===== config.mk =====
export PLATFORM = sky130hd
export DESIGN_NAME = leds_ctrl
export DESIGN_NICKNAME = d
export VERILOG_FILES = /design/src/rtl/leds_pkg.sv /design/src/rtl/leds_tick_gen.sv /design/src/rtl/leds_ctrl.sv
export SDC_FILE = /design/constraint.sdc
export NUM_CORES = 1
export LEC_CHECK = 0
export BUFFER_PORTS_ARGS = -buffer_cell sky130_fd_sc_hd__buf_2
export CAP_MARGIN = 5
export CORE_MARGIN = 2
export CORE_UTILIZATION = 49
export DETAILED_ROUTE_END_ITERATION = 8
export GPL_TIMING_DRIVEN = 0
export PLACE_DENSITY = 0.8
export SKIP_LAST_GASP = 1
export SYNTH_ARGS = -nofsm -noshare
export SYNTH_HDL_FRONTEND = slang
export SYNTH_SLANG_ARGS = --single-unit

===== constraint.sdc =====
create_clock -name clk -period 6.45 [get_ports clk]
set_clock_uncertainty 0.2 [all_clocks]
set_input_delay 1.29 -clock clk [delete_from_list [all_inputs] [get_ports clk]]
set_output_delay 1.29 -clock clk [all_outputs]
set_load 0.02 [all_outputs]

===== src/rtl/leds_pkg.sv =====
// rtl/leds_pkg.sv - shared encodings for the LED pattern controller
// Contents: mode encodings, register word indices, CTRL/STATUS bit positions.
package leds_pkg;

  typedef enum logic [1:0] {
    MODE_STATIC = 2'd0,
    MODE_BLINK  = 2'd1,
    MODE_CHASE  = 2'd2,
    MODE_BOUNCE = 2'd3
  } mode_t;

  localparam logic [1:0] ADDR_CTRL    = 2'd0;
  localparam logic [1:0] ADDR_PATTERN = 2'd1;
  localparam logic [1:0] ADDR_PERIOD  = 2'd2;
  localparam logic [1:0] ADDR_STATUS  = 2'd3;

  localparam int CTRL_MODE_LSB    = 0;
  localparam int CTRL_RUN_BIT     = 2;
  localparam int STATUS_DIR_BIT   = 8;
  localparam int STATUS_PHASE_BIT = 9;
  localparam int STATUS_MODE_LSB  = 16;

endpackage


===== src/rtl/leds_tick_gen.sv =====
// rtl/leds_tick_gen.sv - step prescaler for the LED pattern controller
// Ports:
//   clk, reset : clock, asynchronous active-high reset
//   period     : cycles per step (0 behaves as 1), sampled at each reload
//   run        : count enable; counter holds while low
//   restart    : reload the counter this edge
//   tick       : one-cycle step strobe (counter at 0 while running)
module leds_tick_gen
  import leds_pkg::*;
#(
  parameter int PERIOD_W = 24
) (
  input  logic                clk,
  input  logic                reset,
  input  logic [PERIOD_W-1:0] period,
  input  logic                run,
  input  logic                restart,
  output logic                tick
);

  logic [PERIOD_W-1:0] count;
  logic [PERIOD_W-1:0] reload;

  // max(period,1)-1: a zero period degenerates to a step every cycle
  assign reload = (period == '0) ? '0 : period - PERIOD_W'(1);
  assign tick   = run && (count == '0);

  always_ff @(posedge clk or posedge reset) begin
    if (reset) begin
      count <= '0;
    end else if (restart) begin
      count <= reload;
    end else if (run) begin
      if (count == '0) count <= reload;
      else             count <= count - PERIOD_W'(1);
    end
  end

endmodule


===== src/rtl/leds_ctrl.sv =====
// rtl/leds_ctrl.sv - memory-mapped LED pattern controller (static/blink/chase/bounce)
// Ports:
//   clk, reset : clock, asynchronous active-high reset
//   sel, we    : zero-wait-state bus select and write strobe
//   addr       : word index (0 CTRL, 1 PATTERN, 2 PERIOD, 3 STATUS)
//   data_i     : write data
//   ready      : equals sel
//   data_o     : combinational read data selected by addr
//   leds       : LED pins, optionally inverted
module leds_ctrl
  import leds_pkg::*;
#(
  parameter int                  NUM_LEDS     = 6,
  parameter int                  PERIOD_W     = 24,
  parameter logic [PERIOD_W-1:0] RESET_PERIOD = 24'd13_500_000,
  parameter bit                  ACTIVE_LOW   = 1'b1
) (
  input  logic                clk,
  input  logic                reset,
  input  logic                sel,
  input  logic                we,
  input  logic [1:0]          addr,
  input  logic [31:0]         data_i,
  output logic                ready,
  output logic [31:0]         data_o,
  output logic [NUM_LEDS-1:0] leds
);

  mode_t               mode;
  logic                run;
  logic [NUM_LEDS-1:0] pattern;
  logic [PERIOD_W-1:0] period;
  logic [NUM_LEDS-1:0] led_state;
  logic                phase;
  logic                dir;

  logic wr;
  logic restart;
  logic tick;

  assign wr      = sel && we;
  // CTRL and PATTERN writes resynchronise the animation; PERIOD writes do not
  assign restart = wr && ((addr == ADDR_CTRL) || (addr == ADDR_PATTERN));

  leds_tick_gen #(.PERIOD_W(PERIOD_W)) u_tick_gen (
    .clk     (clk),
    .reset   (reset),
    .period  (period),
    .run     (run),
    .restart (restart),
    .tick    (tick)
  );

  always_ff @(posedge clk or posedge reset) begin
    if (reset) begin
      mode      <= MODE_STATIC;
      run       <= 1'b0;
      pattern   <= '0;
      period    <= RESET_PERIOD;
      led_state <= '0;
      phase     <= 1'b0;
      dir       <= 1'b1;
    end else begin
      if (wr) begin
        case (addr)
          ADDR_CTRL: begin
            mode <= mode_t'(data_i[CTRL_MODE_LSB +: 2]);
            run  <= data_i[CTRL_RUN_BIT];
          end
          ADDR_PATTERN: pattern <= data_i[NUM_LEDS-1:0];
          ADDR_PERIOD:  period  <= data_i[PERIOD_W-1:0];
          default: ;
        endcase
      end

      // a restarting write takes priority over a coincident tick
      if (restart) begin
        led_state <= (addr == ADDR_PATTERN) ? data_i[NUM_LEDS-1:0] : pattern;
        phase     <= 1'b0;
        dir       <= 1'b1;
      end else if (tick) begin
        case (mode)
          MODE_STATIC: led_state <= pattern;
          MODE_BLINK: begin
            phase     <= ~phase;
            led_state <= phase ? pattern : '0;
          end
          MODE_CHASE: led_state <= {led_state[NUM_LEDS-2:0], led_state[NUM_LEDS-1]};
          MODE_BOUNCE: begin
            // reverse instead of shifting a set bit off the end
            if (dir) begin
              if (led_state[NUM_LEDS-1]) begin
                dir       <= 1'b0;
                led_state <= led_state >> 1;
              end else begin
                led_state <= led_state << 1;
              end
            end else begin
              if (led_state[0]) begin
                dir       <= 1'b1;
                led_state <= led_state << 1;
              end else begin
                led_state <= led_state >> 1;
              end
            end
          end
          default: ;
        endcase
      end
    end
  end

  always_comb begin
    data_o = '0;
    case (addr)
      ADDR_CTRL: begin
        data_o[CTRL_MODE_LSB +: 2] = mode;
        data_o[CTRL_RUN_BIT]       = run;
      end
      ADDR_PATTERN: data_o[NUM_LEDS-1:0] = pattern;
      ADDR_PERIOD:  data_o[PERIOD_W-1:0] = period;
      default: begin
        data_o[NUM_LEDS-1:0]         = led_state;
        data_o[STATUS_DIR_BIT]       = dir;
        data_o[STATUS_PHASE_BIT]     = phase;
        data_o[STATUS_MODE_LSB +: 2] = mode;
      end
    endcase
  end

  assign ready = sel;
  assign leds  = ACTIVE_LOW ? ~led_state : led_state;

endmodule

Word-level counts from Yosys, hierarchy flattened
Cells that the tools add are included.
{ "op_classes": {"bitwise": 2, "n_reduce_logical": 17, "n_addsub": 2, "n_mux": 28, "eq_ne": 5} }
{ "op_table": {"columns": ["cell", "count"], "rows": [
  ["$mux W24", 4],
  ["$mux W6", 9],
  ["$logic_not A24 Y1", 2],
  ["$sub A24 B1 Y24 const B", 2],
  ["$pmux W6 S4", 1],
  ["$pmux W3 S3", 2],
  ["$mux W1", 9],
  ["$pmux W2 S2", 2],
  ["$reduce_and A2 Y1", 4],
  ["$reduce_bool A2 Y1", 4],
  ["$eq A2 B2 Y1 const B", 3],
  ["$not A6 Y6", 1],
  ["$eq A2 B1 Y1 const B", 2],
  ["$logic_not A2 Y1", 2],
  ["$logic_and A1 B1 Y1", 3],
  ["$mux W2", 1],
  ["$reduce_or A2 Y1", 1],
  ["$logic_or A1 B1 Y1", 1],
  ["$not A1 Y1", 1]
]} }
{ "totals": {"register_bits": 65, "output_inout_bits": 39, "elab_cells": 62} }

Longest topological paths before layout
Gate-level depths: netlist of the first run.
{ "depth": {"ltp_word": 5, "mapped_depth": 9} }

Cells and area by module
Synthesis of the first run repeated with hierarchy kept, for this count alone.
{ "unflattened": {"hier_cells": 466, "hier_area_um2": 4465.5} }
{ "by_module_without_submodules": {"columns": ["module", "area_per_inst_um2", "instances", "cells_per_inst"], "rows": [
  ["leds_ctrl", 2332.2, 1, 193],
  ["leds_tick_gen", 2133.3, 1, 273]
]} }

Worst setup path before layout of the first run
OpenSTA, ideal clock, no wires.
{ "synth_path": {"kind": "input-to-output", "startpoint": "input port addr[0]", "endpoint": "output port data_o[1]", "required_ns": 4.960, "path_slack_ns": 2.656, "arrival_ns": 2.304, "stages": 2, "n_path_buf": 1, "path_cell_list": "buf_1 mux4_2"} }
{ "synth_between": {"elab_chain_cells": 2, "word_cells_on_any_way": 4} }
{ "synth_lines": {"columns": ["item", "line_no", "rtl"], "rows": [
  ["start: declaration", "leds_ctrl.sv:22", "input logic [1:0] addr,"],
  ["$eq A2 B2 Y1 (tied with other cells)", "leds_ctrl.sv:115", "case (addr)"],
  ["$pmux W3 S3 (*)", "leds_ctrl.sv:115", null],
  ["end: declaration", "leds_ctrl.sv:25", "output logic [31:0] data_o,"]
]} }
Every way passes the cells marked *; elsewhere a longest branch is shown, timed or not.

Worst setup path after layout of the first run
{ "layout_path": {"startpoint": "input port addr[0]", "endpoint": "output port data_o[2]"} }
The elaborated chain is that of the path after synthesis.

==> flow_summary.ini, run 1 <==
[clocking]
clk_pin_slew_ps = 70
htree_levels = 3
cts.sink_count = 65
postCtsSetupRepairBufs = 0
cts_resized = 0
cts.path.max_buffers = 2
cts_tree = yes
postCtsHoldBufs = 0
cts_buffers = 9
clk_latency_ps = 350
cts-root-buf = clkbuf_8

[power_and_ir_drop]
p_clk_share_pct = 25.2
netSwitchingFraction_pct = 37.6
p_sw_uw = 594
comb_power_share_pct = 33.0
p_leak_uw = 0.00207
ir_worst_vdd_mv = 0.170
internal-power_uw = 987
p_per_area_nw_per_um2 = 321
p_seq_share_pct = 41.7

[finish]
diodes = 0
design_area_um2 = 4920
drive_gt1_share_pct = 26.7
areaGrowthSynthToFinish_pct = 17.4
final_cells = 648
nets = 580
utilization_pct = 59.6

[global_routing]
grt_pass1_vias = 3740
grt_overflow = 0
groute.usage.overall_pct = 26.7
antenna_found_initial = 0
grt_max_degree = 43
grt_first_pass_wirelength_um = 18900

[logic_synthesis]
synth_edf_count = 0
synth_ff_type = dfrtp_1
synth_warnings = 0
synth_top_area_cell = dfrtp_1
synth_commonest_cells = dfrtp_1, nor2_1, nand2_1, mux2_2, o21ai_0
synthTopCellsByArea = dfrtp_1, dfstp_2, mux2_2
synth_area_per_cell_um2 = 9.16
synth.distinct_cells = 60
synth_most_common_cell = dfrtp_1
synth_seq_cells = 65
async_reset_ff_share_pct = 100
netlist_area_um2 = 4200
yosys.area.top_type_share_pct = 29.8
synthCells = 458
ys_seq_area_share_pct = 39.2

[route]
dr.first_iter.drc_count = 489
vias_per_cell = 6.10
drt-wirelength-per-cell_um = 18.2
vias = 3955
drcViolationCount = 0
detail_route.wirelength_um = 11800
firstDrtPassIters = 5
final_antenna_net_count = 0

[floorplan]
ioPinCount = 77
die-area_um2 = 9320
rows = 33
die_w_um = 96.5
start_util_pct = 50.8
core-area_um2 = 8260
die_y_um = 96.5

[placed_design]
hpwl_um = 8600
portBuffers = 60
dp_cells = 632
dpl_cell_area_um2 = 4700
place_ws_ps = 2280
place_congestion = 0.935

[setup_path]
critical_path.max_fanout = 10
startpoint_type = input pin
cp.arrival_ps = 2670
cp.required_ps = 4960
setup.worst_path.class = input pin to primary output
critPathCaptureType = primary output

[sta]
rsz0062_at_grt = false
max-slew-margin-rel_pct = 36.4
worstMarginPinSlew_ps = 948
hold_viol = 0
tns_ps = 0
fin_ws_ps = 2290
max_freq_mhz = 240
setup_viol = 0
min_period_over_period_pct = 64.6
slew_viol_final = 0
min_period_ps = 4160

[min_path]
hold_path_class = register to register

[status]
status = complete, no violations

[job]
drv_cap = 0
worst max-delay path: stages:
cell	delay, ps
buf_2	110
buf_1	500
mux4_2	590
buf_2	170
power groups by stage:
stage / Clock, uW / Combinational [uW] / Sequential (uW)
6_report: 399 / 523 / 660
5_1_grt: 421 / 569 / 674
4_1_cts: 402 / 514 / 654
3_5_place_dp: 0 / 509 / 660
3_3_place_gp: 0 / 489 / 652
2_1_floorplan: 0 / 383 / 619
per-stage QoR:
stage	power, uW	hold WS (ps)
2_1_floorplan	1000	260
3_3_place_gp	1140	289
3_5_place_dp	1170	303
4_1_cts	1570	321
5_1_grt	1660	384
6_report	1580	328
final timing paths:
kind,end,slack [ps],depth (start not counted),startpoint
setup / recovery,data_o[2],2290,4,addr[0]
min in group asynchronous,u_tick_gen.count[5]$_DFFE_PP0P_,760,3,reset
max in group asynchronous,period[9]$_DFFE_PP1P_,4830,4,reset
hold / removal,pattern[4]$_DFFE_PP0P_,330,2,pattern[4]$_DFFE_PP0P_
hold reg to reg,pattern[4]$_DFFE_PP0P_,330,2,pattern[4]$_DFFE_PP0P_
setup reg to reg,u_tick_gen.count[8]$_DFFE_PP0P_,3350,9,u_tick_gen.count[0]$_DFFE_PP0P_
metal layers:
layer,wire length (um),track usage (%),up-vias
li1,-,-,1823
met3,775,4.11,41
met5,0,0,-
met4,414,12.8,0
met2,5580,42.1,219
met1,5010,36.1,1872
registers in the layout, summed over array words and instances, names as in the netlist:
signal            flops
period               24
u_tick_gen.count     24
led_state             6
pattern               6
mode                  2
dir                   1
phase                 1
run                   1
cell usage in the layout (no fill, tap or decap), types with 5 or more instances in the layout:
master,n
xor2_1,9
o22ai_1,12
and2_1,16
a211oi_1,5
buf_4,10
nand3_1,8
clkbuf_1,24
o21ai_0,26
clkbuf_8,11
a21oi_1,19
nor4_1,13
conb_1,8
inv_1,14
xnor2_1,15
nor2_1,39
buf_2,60
mux2_2,31
mux2i_1,10
dfrtp_1,50
dfstp_2,15
nor3_1,19
nor2b_1,5
nand2_1,37
cell type report:
type,instances,area (um^2)
Buffer,33,161
Clock buffer,14,163
Clock inverter,2,60.1
Fill cell,710,3330
Inverter,15,56.3
Multi-Input combinational cell,352,2360
Sequential cell,65,1650
Tap cell,105,131
Timing Repair Buffer,62,348
kinds of logic after synthesis:
family          count (synthesis)  synth area share, %
xor+xnor                       24                 5.01
flops                          65                 39.2
simple gates                  174                 21.7
buf+inv                        48                 5.19
compound gates                 98                 15.3
mux                            44                 12.3
other cells                     1               0.0894
fa+ha+maj                       4                 1.19
Power figures use the tool's default switching activity.
==> run 2: changes to the inputs <==
--- a/config.mk
+++ b/config.mk
@@ -11,7 +11,7 @@
 export CORE_UTILIZATION = 49
 export DETAILED_ROUTE_END_ITERATION = 8
 export GPL_TIMING_DRIVEN = 0
-export PLACE_DENSITY = 0.8
+export PLACE_DENSITY = 0.82
 export SKIP_LAST_GASP = 1
 export SYNTH_ARGS = -nofsm -noshare
 export SYNTH_HDL_FRONTEND = slang
==> constraint.sdc (replaced) <==
create_clock -name clk -period 3.76 [get_ports clk]
set_clock_uncertainty 0.2 [all_clocks]
set_input_delay 0.752 -clock clk [delete_from_list [all_inputs] [get_ports clk]]
set_output_delay 0.752 -clock clk [all_outputs]
set_load 0.02 [all_outputs]
==> run 2 against run 1 <==
Net effect: cell count down 0.15%; register-to-register slack worse by 2600 ps; clock power up 72%; largest power group unchanged.
==> flow_summary.ini, run 2 (same netlist as run 1, synthesis figures left out) <==
[setup_path]
cp.depth = 4
critPathCaptureType = primary output
cp_common_cell = buf_2
setup.worst_path.class = input pin to primary output
startpoint_type = input pin
path_cells = buf_2 > buf_1 > mux4_2 > buf_2
cp.arrival_ps = 2120
worst-r2r-cell-count = 9
max_stage_delay_ps = 590
cp.required_ps = 2810
path_buf_inv = 3
crit_slowest_cell = mux4_2
critical_path.max_fanout = 10
critPathTopFamily = buffers and inverters

[finish]
areaGrowthSynthToFinish_pct = 16.6
nFillCells = 689
diodes = 0
largestRegisters = period: 24 flops, u_tick_gen.count: 24 flops
design_area_um2 = 4890
drive_gt1_share_pct = 26.9
final_cells = 647
layout_common_cells = buf_2, dfrtp_1, nor2_1
nets = 579
final_common_cell = buf_2
utilization_pct = 59.3

[floorplan]
ioPinCount = 77
core-area_um2 = 8260
start_util_pct = 50.8
die-area_um2 = 9320
die_y_um = 96.5
die_w_um = 96.5
rows = 33

[global_routing]
grt_max_degree = 41
groute.usage.overall_pct = 27.1
antenna_found_initial = 0
grt_first_pass_wirelength_um = 19100
grt_overflow = 0
grt_pass1_vias = 3717

[clocking]
clk_latency_ps = 350
clk_pin_slew_ps = 80
cts.path.max_buffers = 2
htree_levels = 3
cts_resized = 0
cts.sink_count = 65
postCtsHoldBufs = 0
cts-root-buf = clkbuf_8
cts_tree = yes
cts_buffers = 9
postCtsSetupRepairBufs = 0

[route]
drcViolationCount = 0
final_antenna_net_count = 0
detail_route.wirelength_um = 12100
drt-wirelength-per-cell_um = 18.8
firstDrtPassIters = 6
vias_per_cell = 6.13
vias = 3966
dr.first_iter.drc_count = 507

[placed_design]
portBuffers = 60
dp_cells = 631
dpl_cell_area_um2 = 4670
place_congestion = 0.926
hpwl_um = 8870

[status]
status = complete, no violations

[min_path]
hold_path_class = register to register
holdPathStages = 2

[power_and_ir_drop]
p_leak_uw = 0.00206
ir_worst_vdd_mv = 0.377
p_per_area_nw_per_um2 = 555

[sta]
min_period_over_period_pct = 81.6
min_period_ps = 3070
tns_ps = 0
worstMarginPinSlew_ps = 949
worst_hold_slack_ps = 322
rsz0062_at_grt = false
max-slew-margin-rel_pct = 36.4
max_freq_mhz = 326
setup_viol = 0
slew_viol_final = 0
hold_viol = 0

[job]
drv_cap = 0
run 2: area by class of cell:
cell class	instances	area [um^2]	share of cell area, %
inverters	15	56.3	1.15
plain buffers	33	161	3.30
multi-input cells	352	2360	48.2
clock buffers	11	141	2.89
well taps	105	131	2.68
repair buffers	61	320	6.55
clock inverters	5	78.8	1.61
flip-flops and latches	65	1650	33.6
run 2: stage by stage:
step                power [uW]  worst slack, ps
finish                    2710              691
global route              2850              513
CTS                       2690              694
detailed placement        2010              697
global placement          1960              389
floorplan                 1720             1040
run 2: where the power goes:
| part | internal (uW) | switching [uW] |
|---|---|---|
| Sequential | 902 | 231 |
| Combinational | 378 | 517 |
| Clock | 391 | 295 |
| Total | 1670 | 1040 |
run 2: worst paths after layout:
kind,startpoint,to,slack [ps]
hold / removal,pattern[5]$_DFFE_PP0P_,pattern[5]$_DFFE_PP0P_,320
setup reg to reg,u_tick_gen.count[0]$_DFFE_PP0P_,u_tick_gen.count[8]$_DFFE_PP0P_,750
min in group asynchronous,reset,pattern[0]$_DFFE_PP0P_,380
setup / recovery,addr[0],data_o[1],690
hold reg to reg,pattern[5]$_DFFE_PP0P_,pattern[5]$_DFFE_PP0P_,320
max in group asynchronous,reset,period[16]$_DFFE_PP1P_,2270
run 2: worst register-to-register path: stages, from the launching register on:
cell	delay [ps]
dfrtp_1	400
inv_1	140
ha_1	170
nor3b_1	260
nand4_1	240
nor2_2	450
clkbuf_1	460
o21ai_0	180
a31oi_1	240
o21ai_0	130
run 2: routing by layer:
metal	share of wire, %	GRT usage, %	vias up
li1	-	-	1809
met1	42	36.7	1915
met2	48	42.1	204
met3	7.5	5.28	38
met4	3.1	12.7	0
met5	0	0	-
==> run 3: changes to the inputs <==
--- a/config.mk
+++ b/config.mk
@@ -5,6 +5,7 @@
 export SDC_FILE = /design/constraint.sdc
 export NUM_CORES = 1
 export LEC_CHECK = 0
+export ABC_AREA = 1
 export BUFFER_PORTS_ARGS = -buffer_cell sky130_fd_sc_hd__buf_2
 export CAP_MARGIN = 5
 export CORE_MARGIN = 2
==> constraint.sdc (replaced) <==
create_clock -name clk -period 2.5 [get_ports clk]
set_clock_uncertainty 0.2 [all_clocks]
set_input_delay 0.5 -clock clk [delete_from_list [all_inputs] [get_ports clk]]
set_output_delay 0.5 -clock clk [all_outputs]
set_load 0.02 [all_outputs]
==> run 3 against run 2 <==
Net effect: the flow now finishes with violations (hold timing); clock power grew 49%; wire length increased by 8.4%; worst setup slack got worse by 540 ps; register-to-register slack lost 360 ps; critical endpoint is now data_o[12]; die area grew 11%; count of clock-buffer cells in the layout down 2; highest routed layer unchanged; synthesized area is 12% higher; largest cell class unchanged; design area rose by 11%.
==> flow_summary.ini, run 3 <==
[status]
status = complete, but fails checks
violations = hold timing

[logic_synthesis]
synth.distinct_cells = 39
async_reset_ff_share_pct = 100
synth_top_area_cell = dfrtp_1
synthCells = 721
synth_seq_cells = 65
synth_area_per_cell_um2 = 6.51
synth_commonest_cells = nand2_1, nor2_1, inv_1, nand3_1, dfrtp_1
synth_most_common_cell = nand2_1
synth_edf_count = 0
netlist_area_um2 = 4690
yosys.area.top_type_share_pct = 26.7
synth_warnings = 0
ys_seq_area_share_pct = 35.1
synth_ff_type = dfrtp_1
synthTopCellsByArea = dfrtp_1, nand2_1, nor2_1

[placed_design]
portBuffers = 60
dpl_cell_area_um2 = 5200
hpwl_um = 10200
place_congestion = 0.958

[finish]
diodes = 0
drive_gt1_share_pct = 17.5
final_common_cell = nand2_1
areaGrowthSynthToFinish_pct = 15.6
layout_common_cells = nand2_1, nor2_1, inv_1
design_area_um2 = 5420
largestRegisters = period: 24 flops, u_tick_gen.count: 24 flops
nets = 842

[floorplan]
start_util_pct = 50.5
core-area_um2 = 9280
die_w_um = 102
die_y_um = 102
ioPinCount = 77
die-area_um2 = 10400
rows = 35

[setup_path]
critical_path.max_fanout = 10
setup.worst_path.class = input pin to primary output
cp.required_ps = 1800
reg2reg_slack_ps = 390
cp.arrival_ps = 1650
startpoint_type = input pin
critPathCaptureType = primary output
r2r-end = u_tick_gen.count[10]$_DFFE_PP0P_
worst-r2r-cell-count = 9
r2r_start = period[0]$_DFFE_PP0P_

[power_and_ir_drop]
p_per_area_nw_per_um2 = 873
p_leak_uw = 0.00272
ir_worst_vdd_mv = 0.678

[route]
vias_per_cell = 5.25
final_antenna_net_count = 0
detail_route.wirelength_um = 13100
dr.first_iter.drc_count = 367
firstDrtPassIters = 5
vias = 4905
drcViolationCount = 0
drt-wirelength-per-cell_um = 14.1

[global_routing]
grt_util_met3_pct = 5.88
grt_pass1_vias = 4532
grt_overflow = 0
gr-usage-met1_pct = 38.2
met2_usage_pct = 42.8
groute.usage.overall_pct = 27.1
antenna_found_initial = 0
grt_max_degree = 43
grt_first_pass_wirelength_um = 22000
grt_busiest_layer = met2

[clocking]
postCtsSetupRepairBufs = 0
cts_tree = yes
cts.path.max_buffers = 2
cts-root-buf = clkbuf_8
clk_pin_slew_ps = 80
htree_levels = 3
cts.sink_count = 65
cts_buffers = 9
clk_latency_ps = 350

[sta]
min_period_over_period_pct = 94.0
rsz0062_at_grt = false
max_freq_mhz = 425
max-slew-margin-rel_pct = 63.1
min_period_ps = 2350
slew_viol_final = 0
worstMarginPinSlew_ps = 553
worst_hold_slack_ps = -6.05
setup_viol = 0
hold_viol = 5
tns_ps = 0

[job]
drv_cap = 0

[min_path]
hold_path_class = input pin to asynchronous set/reset pin
[run 3: cell types whose count changed after synthesis, moves of 12 or more]
cell | before | now
nor3_1 | 19 | 6
and2_1 | 16 | 0
nor2_1 | 39 | 122
inv_1 | 15 | 80
nand3_1 | 8 | 62
xnor2_1 | 15 | 3
mux2_2 | 31 | 0
nor4_1 | 13 | 1
o21ai_0 | 26 | 46
clkbuf_1 | 21 | 5
nand2_1 | 37 | 194
o21ai_1 | 0 | 12
[run 3: where the power goes]
| group | switching [uW] | leakage (uW) | internal [uW] |
|---|---|---|---|
| combinational | 1240 | 0.00184 | 664 |
| sequential | 386 | 0.000771 | 1420 |
| clock | 456 | 0.000107 | 562 |
| total | 2080 | 0.00272 | 2650 |
[run 3: worst max path at each step]
| stage | start | end | cells past startpoint |
|---|---|---|---|
| after floorplan | reset | led_state[0]$_DFFE_PP0P_ | 1 |
| after global placement | reset | period[17]$_DFFE_PP0P_ | 2 |
| after detailed placement | addr[1] | data_o[14] | 8 |
| after CTS | addr[1] | data_o[14] | 8 |
| after global routing | addr[1] | data_o[6] | 8 |
| final | addr[1] | data_o[12] | 8 |
[run 3: timing repair]
action                                  CTS  global route
gates resized for setup                   1             2
endpoints found under the setup margin   10            11
hold buffers                              0             0
pin swaps                                 0             0
cloned                                    0             0
[run 3: cell type report]
cell class | instances | area, um^2
Fill cell | 926 | 3860
Multi-Input combinational cell | 552 | 2570
Sequential cell | 65 | 1650
Timing Repair Buffer | 61 | 320
Inverter | 84 | 318
Buffer | 27 | 188
Tap cell | 129 | 161
Clock buffer | 9 | 124
Clock inverter | 7 | 93.8
[run 3: layer usage]
metal	vias to the layer above	part of all wire (%)
met3	18	7.5
met5	-	0
li1	2454	-
met4	0	1.4
met2	200	45
met1	2233	46
[run 3: cells by family (layout without fill, tap and decap cells)]
kind of cell / count (synthesis) / after routing / share of synthesized area [%]
AOI/OAI and AO/OA: 103 / 103 / 11.8
xor gates and xnor gates: 14 / 14 / 2.61
adders and majority gates: 4 / 4 / 1.07
buffers and inverters: 111 / 188 / 10.7
DFF: 65 / 65 / 35.1
muxes: 1 / 1 / 0.213
other: 1 / 8 / 0.0799
and+or+nand+nor: 422 / 422 / 38.4
[run 3: critical path: stages]
cell and delay, ps:
buf_2 140, inv_1 90, nor2_4 140, inv_1 80
buf_2 200, buf_2 210, nor2_1 110, buf_2 170
[run 3: stage by stage]
step | std cells | total power, uW | util, % | hold slack, ps | setup slack [ps]
2_1_floorplan | 728 | 3150 | - | 253 | 198
3_3_place_gp | 917 | 3650 | 55.8 | 278 | -670
3_5_place_dp | 918 | 3680 | 56.0 | 298 | -32.9
4_1_cts | 934 | 4710 | 58.4 | 9.59 | 49.7
5_1_grt | 934 | 5090 | 58.4 | 33.0 | 7.95
6_report | 934 | 4730 | 58.4 | -6.05 | 150
